===== src/rtl/multiplier_control.sv =====
// -----------------------------------------------------------------------------
// multiplier_control
//
// Sequencing FSM for a shift-add multiplier datapath. It sits directly
// upstream of the Product register. The multiplicand register and the ALU
// share its enables.
//
// One multiply runs as follows:
//   IDLE -> LOAD -> ITER (exactly WIDTH cycles) -> DONE
//   - LOAD: Product captures the multiplier on its falling edge.
//   - ITER: each cycle Product optionally adds the multiplicand to its upper
//     half and then shifts right.
//   - DONE: terminal. The Product register cannot reload without its own
//     reset, so only rst leaves DONE.
//
// Handshake: this block has no valid/ready pair in the usual sense.
//   - ready=0 means Product is loading or iterating this cycle.
//   - ready=1 means Product holds its value.
//   - start is a level request and is sampled only in IDLE.
//   - A start seen in LOAD, ITER or DONE is ignored.
//
// Parameters
//   WIDTH  operand width, and also the number of add/shift iterations
//   CNT_W  iteration counter width; 2**CNT_W must exceed WIDTH
//
// Ports
//   clk          in   system clock; the FSM updates on the rising edge
//   rst          in   asynchronous, active-low reset
//   start        in   multiply request
//   product_lsb  in   Product_out[0], fed back from Product
//   SRL_ctrl     out  1 = Product performs one iteration this cycle
//   w_ctrl       out  1 = Product writes the ALU result before shifting
//   ready        out  0 = Product loads/iterates; 1 = Product holds
//   busy         out  1 while in LOAD or ITER
//   done         out  one-cycle pulse on entry to DONE
//
// Optional debug (macro MULT_CTRL_DBG_EN)
//   When the macro is defined, two extra outputs appear:
//     dbg_iter   [CNT_W-1:0]  current iteration count
//     dbg_state  [1:0]        IDLE=0, LOAD=1, ITER=2, DONE=3
//   When the macro is undefined, these ports are absent. The function of
//   all other ports is identical in both builds.
// -----------------------------------------------------------------------------
module multiplier_control #(
    parameter int WIDTH = 32,
    parameter int CNT_W = 6
) (
    input  logic clk,
    input  logic rst,
    input  logic start,
    input  logic product_lsb,
    output logic SRL_ctrl,
    output logic w_ctrl,
    output logic ready,
    output logic busy,
    output logic done
`ifdef MULT_CTRL_DBG_EN
    ,
    output logic [CNT_W-1:0] dbg_iter,
    output logic [1:0]       dbg_state
`endif
);

    typedef enum logic [1:0] {
        S_IDLE = 2'd0,
        S_LOAD = 2'd1,
        S_ITER = 2'd2,
        S_DONE = 2'd3
    } state_t;

    localparam logic [CNT_W-1:0] LAST_ITER = CNT_W'(WIDTH - 1);

    state_t           state_q, state_d;
    logic [CNT_W-1:0] iter_cnt_q, iter_cnt_d;
    logic             done_q, done_d;
    logic             srl_int;

    // State register, iteration counter and done pulse flag.
    always_ff @(posedge clk or negedge rst) begin
        if (!rst) begin
            state_q    <= S_IDLE;
            iter_cnt_q <= '0;
            done_q     <= 1'b0;
        end else begin
            state_q    <= state_d;
            iter_cnt_q <= iter_cnt_d;
            done_q     <= done_d;
        end
    end

    // Next-state logic and Moore outputs.
    always_comb begin
        state_d    = state_q;
        iter_cnt_d = iter_cnt_q;
        srl_int    = 1'b0;
        ready      = 1'b1;
        busy       = 1'b0;

        case (state_q)
            S_IDLE: begin
                if (start) begin
                    state_d = S_LOAD;
                end
            end

            S_LOAD: begin
                ready      = 1'b0;
                busy       = 1'b1;
                iter_cnt_d = '0;
                state_d    = S_ITER;
            end

            S_ITER: begin
                ready   = 1'b0;
                busy    = 1'b1;
                srl_int = 1'b1;
                // The counter freezes at the last iteration, so it never
                // wraps. DONE holds it there until reset.
                if (iter_cnt_q == LAST_ITER) begin
                    state_d = S_DONE;
                end else begin
                    iter_cnt_d = iter_cnt_q + 1'b1;
                end
            end

            S_DONE: begin
                // Terminal state: start is ignored here.
                state_d = S_DONE;
            end

            default: begin
                state_d = S_IDLE;
            end
        endcase

        // Set only on the edge that enters DONE, so the pulse lasts one cycle.
        done_d = (state_d == S_DONE) && (state_q != S_DONE);
    end

    assign SRL_ctrl = srl_int;
    assign done     = done_q;

    // product_lsb is gated combinationally, not registered. Product updates
    // product_lsb on the falling edge, and w_ctrl must reflect the new value
    // before Product's next falling edge.
    assign w_ctrl = srl_int & product_lsb;

`ifdef MULT_CTRL_DBG_EN
    assign dbg_iter  = iter_cnt_q;
    assign dbg_state = state_q;
`endif

endmodule


===== config.mk =====
export PLATFORM = sky130hd
export DESIGN_NAME = multiplier_control
export DESIGN_NICKNAME = d
export VERILOG_FILES = /design/src/rtl/multiplier_control.sv
export SDC_FILE = /design/constraint.sdc
export NUM_CORES = 1
export LEC_CHECK = 0
export ABC_AREA = 1
export CAP_MARGIN = 20
export CORE_AREA = 2 2 43 45
export DETAILED_ROUTE_END_ITERATION = 8
export DIE_AREA = 0 0 45 47
export GPL_TIMING_DRIVEN = 0
export SYNTH_ARGS = -nofsm -noshare
export SYNTH_HDL_FRONTEND = slang
export SYNTH_SLANG_ARGS = --single-unit

===== constraint.sdc =====
create_clock -name clk -period 2.03 [get_ports clk]
set_input_delay 0.3045 -clock clk [delete_from_list [all_inputs] [get_ports clk]]
set_output_delay 0.3045 -clock clk [all_outputs]
set_load 0.01 [all_outputs]

==> summary.txt, run 1 <==
Power and ir drop
  – Leakage: 0.368 nW
  – Max IR drop VDD: 0.341 mV
  – Power, Total: 327 uW
  – PwrDens: about 470 mW/mm^2

Synth
  – Synth Net Count: 73
  – Post-synthesis sequential area ratio: 0.409
  – Mapped Cells: 64
  – Syn_area_per_cell: approximately 8.6 um^2
  – Synthesized area: between 500 and 600 um^2
  – Netlist cell types: 17
  – Yosys warns: 0
  – Number of synthesized register bits: 9

Worst setup path
  – Worst path required time: 1.73 ns
  – Crit Path Class: reg -> out
  – CP startpoint kind: flip-flop
  – Cell mode on critical path: inv_1
  – Critical Path Slowest Stage Cell: clkdlybuf4s50_1
  – Maximum fanout along the worst path: 6
  – R2R Setup Slk: 0.67 ns
  – RR Startpoint: iter_cnt_q[0]$_DFFE_PN0P_
  – Endpoint type of the worst setup path: output pin
  – Reg2reg end: iter_cnt_q[0]$_DFFE_PN0P_
  – Crit path max-delay family: buffers and inverters
  – Max incr delay on CP: between 0.5 and 0.6 ns
  – Critical path, cell by cell: inv_1 -> ha_4 -> nand2_1 -> inv_1 -> clkdlybuf4s50_1
  – Crit path DAT: 1.62 ns
  – Reg2reg path depth: 6
  – Worst path buffer plus inverter count: 3

Timing
  – Rel. slew slack: 0.727
  – TNS Setup: 0 ns
  – Final cycle utilization of the critical path: 0.948
  – Tightest Pin Transition: between 0.4 and 0.5 ns
  – Setup WS post-layout: between 0.1 and 0.15 ns
  – RSZ-0062 raised after global routing: false
  – Clock skew: around 0.0055 ns
  – Period minus WS final: slightly below 2 ns
  – Setup violators final: 0
  – Final hold vios: 0
  – Fmax: ~520 MHz
  – Max Slew Vio Count: 0

Finish
  – Final nets: 87
  – Multi-input combinational cell area: approximately 300 um^2
  – Most frequent cells in the layout: nand2_1, inv_1, dfrtp_1
  – Finished Core Util: 0.425
  – Final instance area: roughly 700 um^2
  – Layout cells sized above 1: 0.169
  – ANT cells: 0
  – Sequential cell area: 225 um^2
  – Syn-to-layout area delta: 27.5%
  – Most common cell after layout, fill and taps aside: nand2_1
  – Filler Cells Inserted: between 150 and 200

Global route
  – Global Route Usage Sum: 0.124
  – Total congestion overflow: 0
  – First-pass GRT wire length: ~1.7 mm
  – Initial antenna violation count: 0
  – Vias in the first global route: about 410
  – Pin count of the biggest net entering global routing: 10

Drt
  – Initial DRC count: 3
  – Via count: ~420
  – Post-route DRC: 0
  – Final wirelength: ~930 um
  – Avg Vias per Cell: 4.51
  – Wire per inst: between 9 and 10 um
  – Initial DRT Pass Iterations: 4
  – Post-route ant nets: 0

Clock network
  – CTS root buf: clkbuf_4
  – Clock Latency Late Sink: 0.27 ns
  – CTS tree: built
  – TritonCTS Buffers: 3
  – Clk buf depth: 2
  – Sink Count: 9
  – Htree depth: 1
  – Clock transition at path regs: around 0.060 ns
  – Hold Buf Count CTS: 0

Floorplanning
  – Row Count: 15
  – # IOs: 9
  – Die X: 45 um
  – Die height: about 47 um
  – Die ar.: about 0.0021 mm^2
  – Starting density of the core: 0.333
  – Core box area: 0.00165 mm^2

Placement
  – I/O Buffers: 8
  – Setup WS pre-CTS: about 0.27 ns
  – Dpl hpwl: between 700 and 800 um
  – GPL Wtd Cong: ~0.74
  – Placed inst area: ~650 um^2

Run
  – Max Cap Viol: 0

Hold path
  – Min-delay worst type: in -> async

Run status
  – Outcome: finished clean
[cell type report]
type	instances	share of cell area
tap	17	0.0303
inverter	10	0.0535
multi-input combinational	45	0.428
clock inverter	1	0.00713
timing repair buffer	9	0.128
clock buffer	3	0.0321
sequential	9	0.321
[worst max-delay path by stage]
stage,startpoint,end,slack [ns],cells after the start
final,state_q[0]$_DFF_PN0_,w_ctrl,0.11,5
after floorplan,state_q[0]$_DFF_PN0_,iter_cnt_q[3]$_DFFE_PN0P_,0.67,7
after global routing,state_q[0]$_DFF_PN0_,w_ctrl,0.03,5
after global placement,state_q[0]$_DFF_PN0_,w_ctrl,0.27,5
after CTS,state_q[0]$_DFF_PN0_,w_ctrl,0.03,5
after detailed placement,state_q[0]$_DFF_PN0_,w_ctrl,0.27,5
[what timing repair did]
item | CTS | global route
resized for setup | 1 | 2
setup buffers | 0 | 1
endpoints found under the setup margin | 1 | 2
[power breakdown]
part	leakage, nW	switching [mW]	total (mW)	internal, mW
Clock	0.0177	0.0656	0.138	0.0728
Combinational	0.261	0.00398	0.00902	0.00505
Sequential	0.0892	0	0.179	0.179
[stage by stage]
step / hold slack (ns) / std cells
after CTS: 0.339 / 93
after global routing: 0.363 / 94
after global placement: 0.516 / 89
after detailed placement: 0.519 / 89
after floorplan: 0.00891 / 64
final: 0.331 / 94
[kinds of logic after synthesis]
family | count (synthesis) | share of synthesized area
xor gates and xnor gates | 3 | 0.0477
DFF | 9 | 0.409
and+or+nand+nor | 30 | 0.259
AOI/OAI and AO/OA | 7 | 0.102
buffers and inverters | 10 | 0.0682
adders and majority gates | 5 | 0.114
[Yosys cell counts, drive strengths merged]
cell / n / share of area
o21ai: 4 / 0.064
o21bai: 1 / 0.014
nand3: 6 / 0.077
xor2: 3 / 0.048
nor2: 6 / 0.045
inv: 10 / 0.068
dfrtp: 9 / 0.41
a21oi: 2 / 0.025
nand2: 18 / 0.14
ha: 5 / 0.11
[registers in the layout, indices dropped and copies added (netlist names)]
signal / cells
done: 1
state_q: 2
iter_cnt_q: 6
[per-layer routing]
layer / track usage / up-vias / share of wire
met1: 0.131 / 186 / 0.45
met5: 0 / - / 0
met4: 0.0882 / 0 / 0.033
met3: 0.0692 / 5 / 0.052
li1: - / 227 / -
met2: 0.189 / 6 / 0.47
(Power assumes the default switching activity.)
==> run 2: changes to the inputs <==
--- a/config.mk
+++ b/config.mk
@@ -6,10 +6,10 @@
 export NUM_CORES = 1
 export LEC_CHECK = 0
 export ABC_AREA = 1
-export CAP_MARGIN = 20
-export CORE_AREA = 2 2 43 45
+export CAP_MARGIN = 15
+export CORE_AREA = 2 2 41 43
 export DETAILED_ROUTE_END_ITERATION = 8
-export DIE_AREA = 0 0 45 47
+export DIE_AREA = 0 0 43 45
 export GPL_TIMING_DRIVEN = 0
 export SYNTH_ARGS = -nofsm -noshare
 export SYNTH_HDL_FRONTEND = slang
==> run 2 against run 1 <==
Effect of this change:
- critical path depth fell by 1
- wire length is 9.6% higher
- critical endpoint is now ready
- sequential cell count is the same
- worst setup slack lost 0.015 ns
==> summary.txt, run 2 (synthesis results as in run 1) <==
Finish
  – Flip-flop count of the largest register after layout: 6 (unchanged)
  – Final nets: 88 (+1.1%)
  – Syn-to-layout area delta: 28.0%
  – Fin cells: 94 (unchanged)
  – Layout cells sized above 1: 0.167 (-0.00216)
  – Filler Cells Inserted: 153 (-12%)
  – Most flops, register: iter_cnt_q
  – Most frequent cells in the layout: nand2_1, inv_1, dfrtp_1
  – Finished Core Util: 0.479 (+0.0537)
  – ANT cells: 0 (unchanged)
  – Most common cell after layout, fill and taps aside: nand2_1

Global route
  – First-pass GRT wire length: 1.81 mm (+6.9%)
  – Pin count of the biggest net entering global routing: 10 (unchanged)
  – Vias in the first global route: 439 (+7.3%)
  – Total congestion overflow: 0 (unchanged)
  – Global Route Usage Sum: 0.128 (+0.00346)
  – Initial antenna violation count: 0 (unchanged)

Drt
  – Post-route ant nets: 0 (unchanged)
  – Via count: 441 (+4.0%)
  – Wire per inst: 10.8 um (+9.6%)
  – Initial DRT Pass Iterations: 4 (unchanged)
  – Initial DRC count: 8 (+5)
  – Avg Vias per Cell: 4.69 (+4.0%)
  – Final wirelength: 1.02 mm (+9.6%)
  – Post-route DRC: 0 (unchanged)

Worst setup path
  – CP startpoint kind: flip-flop
  – Critical Path Slowest Stage Cell: clkdlybuf4s50_1
  – Cell mode on critical path: inv_1
  – Crit Path Class: reg -> out
  – Critical path, cell by cell: inv_1 -> ha_1 -> inv_1 -> clkdlybuf4s50_1
  – Endpoint type of the worst setup path: output pin
  – Worst path required time: 1.73 ns (about the same)
  – Max incr delay on CP: 0.52 ns (about the same)
  – Maximum fanout along the worst path: 4 (-2)
  – Crit path DAT: 1.63 ns (about the same)

Timing
  – Period minus WS final: 1.94 ns (+0.0147 ns)
  – Tightest Pin Transition: 0.410 ns (+0.00209 ns)
  – TNS Setup: 0 ns (unchanged)
  – Final hold vios: 0 (unchanged)
  – Final cycle utilization of the critical path: 0.955 (+0.00725)
  – Setup violators final: 0 (unchanged)
  – Clock skew: 0.00594 ns (+0.000477 ns)
  – Rel. slew slack: 0.726 (-0.00140)
  – Fmax: 516 MHz (-0.76%)
  – Max Slew Vio Count: 0 (unchanged)

Floorplanning
  – Core box area: 0.00147 mm^2 (-11%)
  – Die height: 45 um (-4.3%)
  – # IOs: 9 (unchanged)
  – Die ar.: 0.00194 mm^2 (-8.5%)
  – Die X: 43 um (-4.4%)
  – Starting density of the core: 0.374 (+0.0408)
  – Row Count: 14 (-1)

Clock network
  – CTS tree: built
  – TritonCTS Buffers: 3 (unchanged)
  – Htree depth: 1 (unchanged)
  – Clk buf depth: 2 (unchanged)
  – Hold Buf Count CTS: 0 (unchanged)
  – CTS root buf: clkbuf_4
  – Clock Latency Late Sink: 0.26 ns (about the same)
  – Clock transition at path regs: 0.06 ns (about the same)
  – Sink Count: 9 (unchanged)

Run status
  – Outcome: finished clean

Hold path
  – Min-delay worst type: in -> async

Placement
  – I/O Buffers: 8 (unchanged)
  – Dpl hpwl: 768 um (+1.6%)
  – Inst Count DP: 88 (-1.1%)
  – GPL Wtd Cong: 0.835 (+13%)

Run
  – Max Cap Viol: 0 (unchanged)

Power and ir drop
  – PwrDens: 460 mW/mm^2 (-1.2%)
  – Max IR drop VDD: 0.330 mV (-3.5%)
  – Leakage: 0.370 nW (+0.51%)
==> run 2: report_power, final <==
group	internal (mW)	switching [mW]	total, mW
registers	0.179	0	0.179
clock network	0.0756	0.0597	0.135
logic	0.00506	0.00413	0.00920
==> run 2: per-stage QoR <==
stage	area [um^2]	setup slack, ns	hold slack, ns	total power [mW]
finish	704	0.0910	0.343	0.324
global route	704	-0.00742	0.376	0.342
CTS	679	0.0264	0.356	0.329
detailed placement	651	0.240	0.534	0.192
global placement	651	0.263	0.516	0.192
floorplan	551	0.672	0.00891	0.183
==> run 2: layout make-up <==
type / instances / area [um^2] / share of cell area
Multi-Input combinational cell: 45 / 300 / 0.426
Sequential cell: 9 / 225 / 0.320
Timing Repair Buffer: 10 / 95.1 / 0.135
Inverter: 10 / 37.5 / 0.0533
Clock buffer: 4 / 26.3 / 0.0373
Tap cell: 16 / 20.0 / 0.0284
==> run 2: final timing paths <==
kind | cells after the start | startpoint | end | slack (ns)
hold / removal | 1 | rst | iter_cnt_q[3]$_DFFE_PN0P_ | 0.34
min in group clk | 1 | iter_cnt_q[0]$_DFFE_PN0P_ | iter_cnt_q[0]$_DFFE_PN0P_ | 0.55
max in group asynchronous | 1 | rst | iter_cnt_q[0]$_DFFE_PN0P_ | 1.39
setup reg to reg | 6 | iter_cnt_q[0]$_DFFE_PN0P_ | iter_cnt_q[0]$_DFFE_PN0P_ | 0.62
hold reg to reg | 1 | iter_cnt_q[0]$_DFFE_PN0P_ | iter_cnt_q[0]$_DFFE_PN0P_ | 0.55
setup / recovery | 4 | state_q[0]$_DFF_PN0_ | ready | 0.09
==> run 2: metal layers <==
layer | vias up | wire length [um] | GRT usage | share of wire
met5 | - | 0 | 0 | 0
met4 | 0 | 8 | 0.0727 | 0.0079
met3 | 2 | 29 | 0.0240 | 0.028
met2 | 6 | 504 | 0.209 | 0.49
met1 | 205 | 476 | 0.159 | 0.47
li1 | 228 | - | - | -
==> run 2: repair_timing <==
action / 4_1_cts / 5_1_grt
gates cloned: 0 / 0
setup buffers: 0 / 2
resized for setup: 1 / 1
endpoints found under the setup margin: 1 / 2
==> run 2: critical path, delay by kind of cell (launching register included) <==
kind | cells | cell delay (ns)
buf+inv | 3 | 0.68
flops | 1 | 0.39
fa+ha+maj | 1 | 0.31
==> run 3: changes to the inputs <==
--- a/config.mk
+++ b/config.mk
@@ -8,6 +8,7 @@
 export ABC_AREA = 1
 export CAP_MARGIN = 15
 export CORE_AREA = 2 2 41 43
+export CTS_BUF_LIST = sky130_fd_sc_hd__clkbuf_4
 export DETAILED_ROUTE_END_ITERATION = 8
 export DIE_AREA = 0 0 43 45
 export GPL_TIMING_DRIVEN = 0
==> run 3 against run 2 <==
Effect of this change:
- sequential power hardly changed
- highest routed layer unchanged
- worst setup slack hardly changed
- sequential share of layout area is 0.17 points lower
==> summary.txt, run 3 (synthesis results as in run 1) <==
Finish
  – Filler Cells Inserted: 154 (+0.65%)
  – Syn-to-layout area delta: 28.6%
  – Layout cells sized above 1: 0.179 (+0.0128)
  – Final instance area: 708 um^2 (+0.53%)
  – ANT cells: 0 (unchanged)
  – Most common cell after layout, fill and taps aside: nand2_1
  – Most frequent cells in the layout: nand2_1, inv_1, dfrtp_1
  – Final nets: 88 (unchanged)
  – Flip-flop count of the largest register after layout: 6 (unchanged)
  – Most flops, register: iter_cnt_q

Timing
  – Period minus WS final: 1.94 ns (-0.000356 ns)
  – Rel. slew slack: 0.728 (+0.00290)
  – WHS: 0.346 ns (+0.00283 ns)
  – Final cycle utilization of the critical path: 0.955 (about the same)
  – Max Slew Vio Count: 0 (unchanged)
  – Setup violators final: 0 (unchanged)
  – Final hold vios: 0 (unchanged)
  – Fmax: 516 MHz (about the same)
  – Tightest Pin Transition: 0.406 ns (-0.00433 ns)
  – Clock skew: 0.00231 ns (-0.00363 ns)

Power and ir drop
  – Max IR drop VDD: 0.329 mV (-0.18%)
  – Net Sw Power: 61.3 uW (-3.9%)
  – Sw Share: 0.183 (-0.0137)
  – Int Power: 273 uW (+5.1%)
  – Leakage: 0.374 nW (+0.92%)
  – Power, Total: 335 uW (+3.3%)
  – Sequential power share: 0.536 (-0.018)
  – PwrDens: 472 mW/mm^2 (+2.8%)
  – Logic pwr share: 0.027 (about the same)
  – Clock share of power: 0.436 (+0.018)

Run status
  – Outcome: finished clean

Floorplanning
  – Core box area: 0.00147 mm^2 (unchanged)
  – Die X: 43 um (unchanged)
  – Row Count: 14 (unchanged)
  – Starting density of the core: 0.374 (unchanged)
  – Die height: 45 um (unchanged)
  – # IOs: 9 (unchanged)
  – Die ar.: 0.00194 mm^2 (unchanged)

Worst setup path
  – Cell mode on critical path: inv_1
  – Endpoint type of the worst setup path: output pin
  – CP startpoint kind: flip-flop
  – Critical Path Source: state_q[0]$_DFF_PN0_
  – Maximum fanout along the worst path: 4 (unchanged)
  – Worst path required time: 1.73 ns (about the same)
  – Critical Path Slowest Stage Cell: clkdlybuf4s50_1
  – Reg2reg end: iter_cnt_q[3]$_DFFE_PN0P_
  – RR Startpoint: iter_cnt_q[0]$_DFFE_PN0P_
  – Critical path, cell by cell: inv_1 -> ha_1 -> inv_1 -> clkdlybuf4s50_1
  – Crit path capture: ready
  – Reg2reg path depth: 6 (unchanged)
  – Crit Path Class: reg -> out
  – Max incr delay on CP: 0.52 ns (about the same)
  – Crit path DAT: 1.63 ns (about the same)
  – R2R Setup Slk: 0.64 ns (+0.02 ns)

Placement
  – GPL Wtd Cong: 0.835 (unchanged)
  – Dpl hpwl: 768 um (unchanged)
  – Placed inst area: 651 um^2 (unchanged)
  – I/O Buffers: 8 (unchanged)

Drt
  – Wire per inst: 10.6 um (-1.8%)
  – Initial DRT Pass Iterations: 4 (unchanged)
  – Post-route DRC: 0 (unchanged)
  – Final wirelength: 1.00 mm (-1.8%)
  – Post-route ant nets: 0 (unchanged)
  – Via count: 438 (-0.68%)
  – Initial DRC count: 10 (+2)
  – Avg Vias per Cell: 4.66 (-0.68%)

Clock network
  – Clock transition at path regs: 0.06 ns (about the same)
  – Clock Latency Late Sink: 0.25 ns (about the same)
  – Htree depth: 1 (unchanged)
  – CTS tree: built
  – CTS root buf: clkbuf_4
  – Clk buf depth: 2 (unchanged)
  – Sink Count: 9 (unchanged)
  – TritonCTS Buffers: 3 (unchanged)

Global route
  – Global Route Usage Sum: 0.130 (+0.00255)
  – Vias in the first global route: 441 (+0.46%)
  – Total congestion overflow: 0 (unchanged)
  – First-pass GRT wire length: 1.81 mm (+0.39%)
  – Pin count of the biggest net entering global routing: 10 (unchanged)
  – Initial antenna violation count: 0 (unchanged)

Hold path
  – Min-delay worst type: in -> async

Run
  – Max Cap Viol: 0 (unchanged)
[run 3: worst min path at each step]
stage | startpoint | endpoint | slack (ns) | cells past startpoint
after floorplan | rst | done$_DFF_PN0_ | 0.009 | 0
after global placement | iter_cnt_q[1]$_DFFE_PN0P_ | iter_cnt_q[1]$_DFFE_PN0P_ | 0.52 | 2
after detailed placement | iter_cnt_q[1]$_DFFE_PN0P_ | iter_cnt_q[1]$_DFFE_PN0P_ | 0.53 | 2
after CTS | rst | iter_cnt_q[3]$_DFFE_PN0P_ | 0.35 | 1
after global routing | rst | iter_cnt_q[4]$_DFFE_PN0P_ | 0.37 | 1
final | rst | iter_cnt_q[3]$_DFFE_PN0P_ | 0.35 | 1
[run 3: metrics by stage]
stage / util / setup TNS [ns] / std cells / setup WS [ns]
finish: 0.481 / 0 / 94 / 0.0914
global route: 0.481 / -0.0103 / 94 / -0.0103
floorplan: - / 0 / 64 / 0.672
global placement: 0.442 / 0 / 88 / 0.263
CTS: 0.464 / 0 / 92 / 0.0248
detailed placement: 0.442 / 0 / 88 / 0.240
[run 3: timing repair]
| action | in CTS | in global routing |
|---|---|---|
| hold buffers | 0 | 0 |
| pin swaps | 0 | 0 |
| buffers inserted | 0 | 2 |
| endpoints found under the setup margin | 1 | 2 |
| gates resized for setup | 1 | 1 |
[run 3: cell type report]
type / count / area (um^2) / share of cell area
Clock buffer: 4 / 30.0 / 0.0424
Inverter: 10 / 37.5 / 0.0530
Multi-Input combinational cell: 45 / 300 / 0.424
Sequential cell: 9 / 225 / 0.318
Tap cell: 16 / 20.0 / 0.0283
Timing Repair Buffer: 10 / 95.1 / 0.134
[run 3: power groups by stage]
stage | logic [mW] | registers [mW] | clock network [mW]
3_5_place_dp | 0.00941 | 0.183 | 0
4_1_cts | 0.00958 | 0.179 | 0.154
3_3_place_gp | 0.00938 | 0.183 | 0
6_report | 0.00916 | 0.179 | 0.146
5_1_grt | 0.0105 | 0.179 | 0.167
2_1_floorplan | 0.0000194 | 0.183 | 0
[run 3: metal layers]
layer	up-vias	routed length, um	track usage
met5	-	0	0
met4	0	20	0.0909
met3	4	33	0.0240
met2	9	492	0.209
met1	199	455	0.159
li1	226	-	-
[run 3: worst max-delay path: cells and delay by family (launching register included)]
kind	cells	cell delay (ns)
DFF	1	0.39
buffers and inverters	3	0.68
adders and majority gates	1	0.31
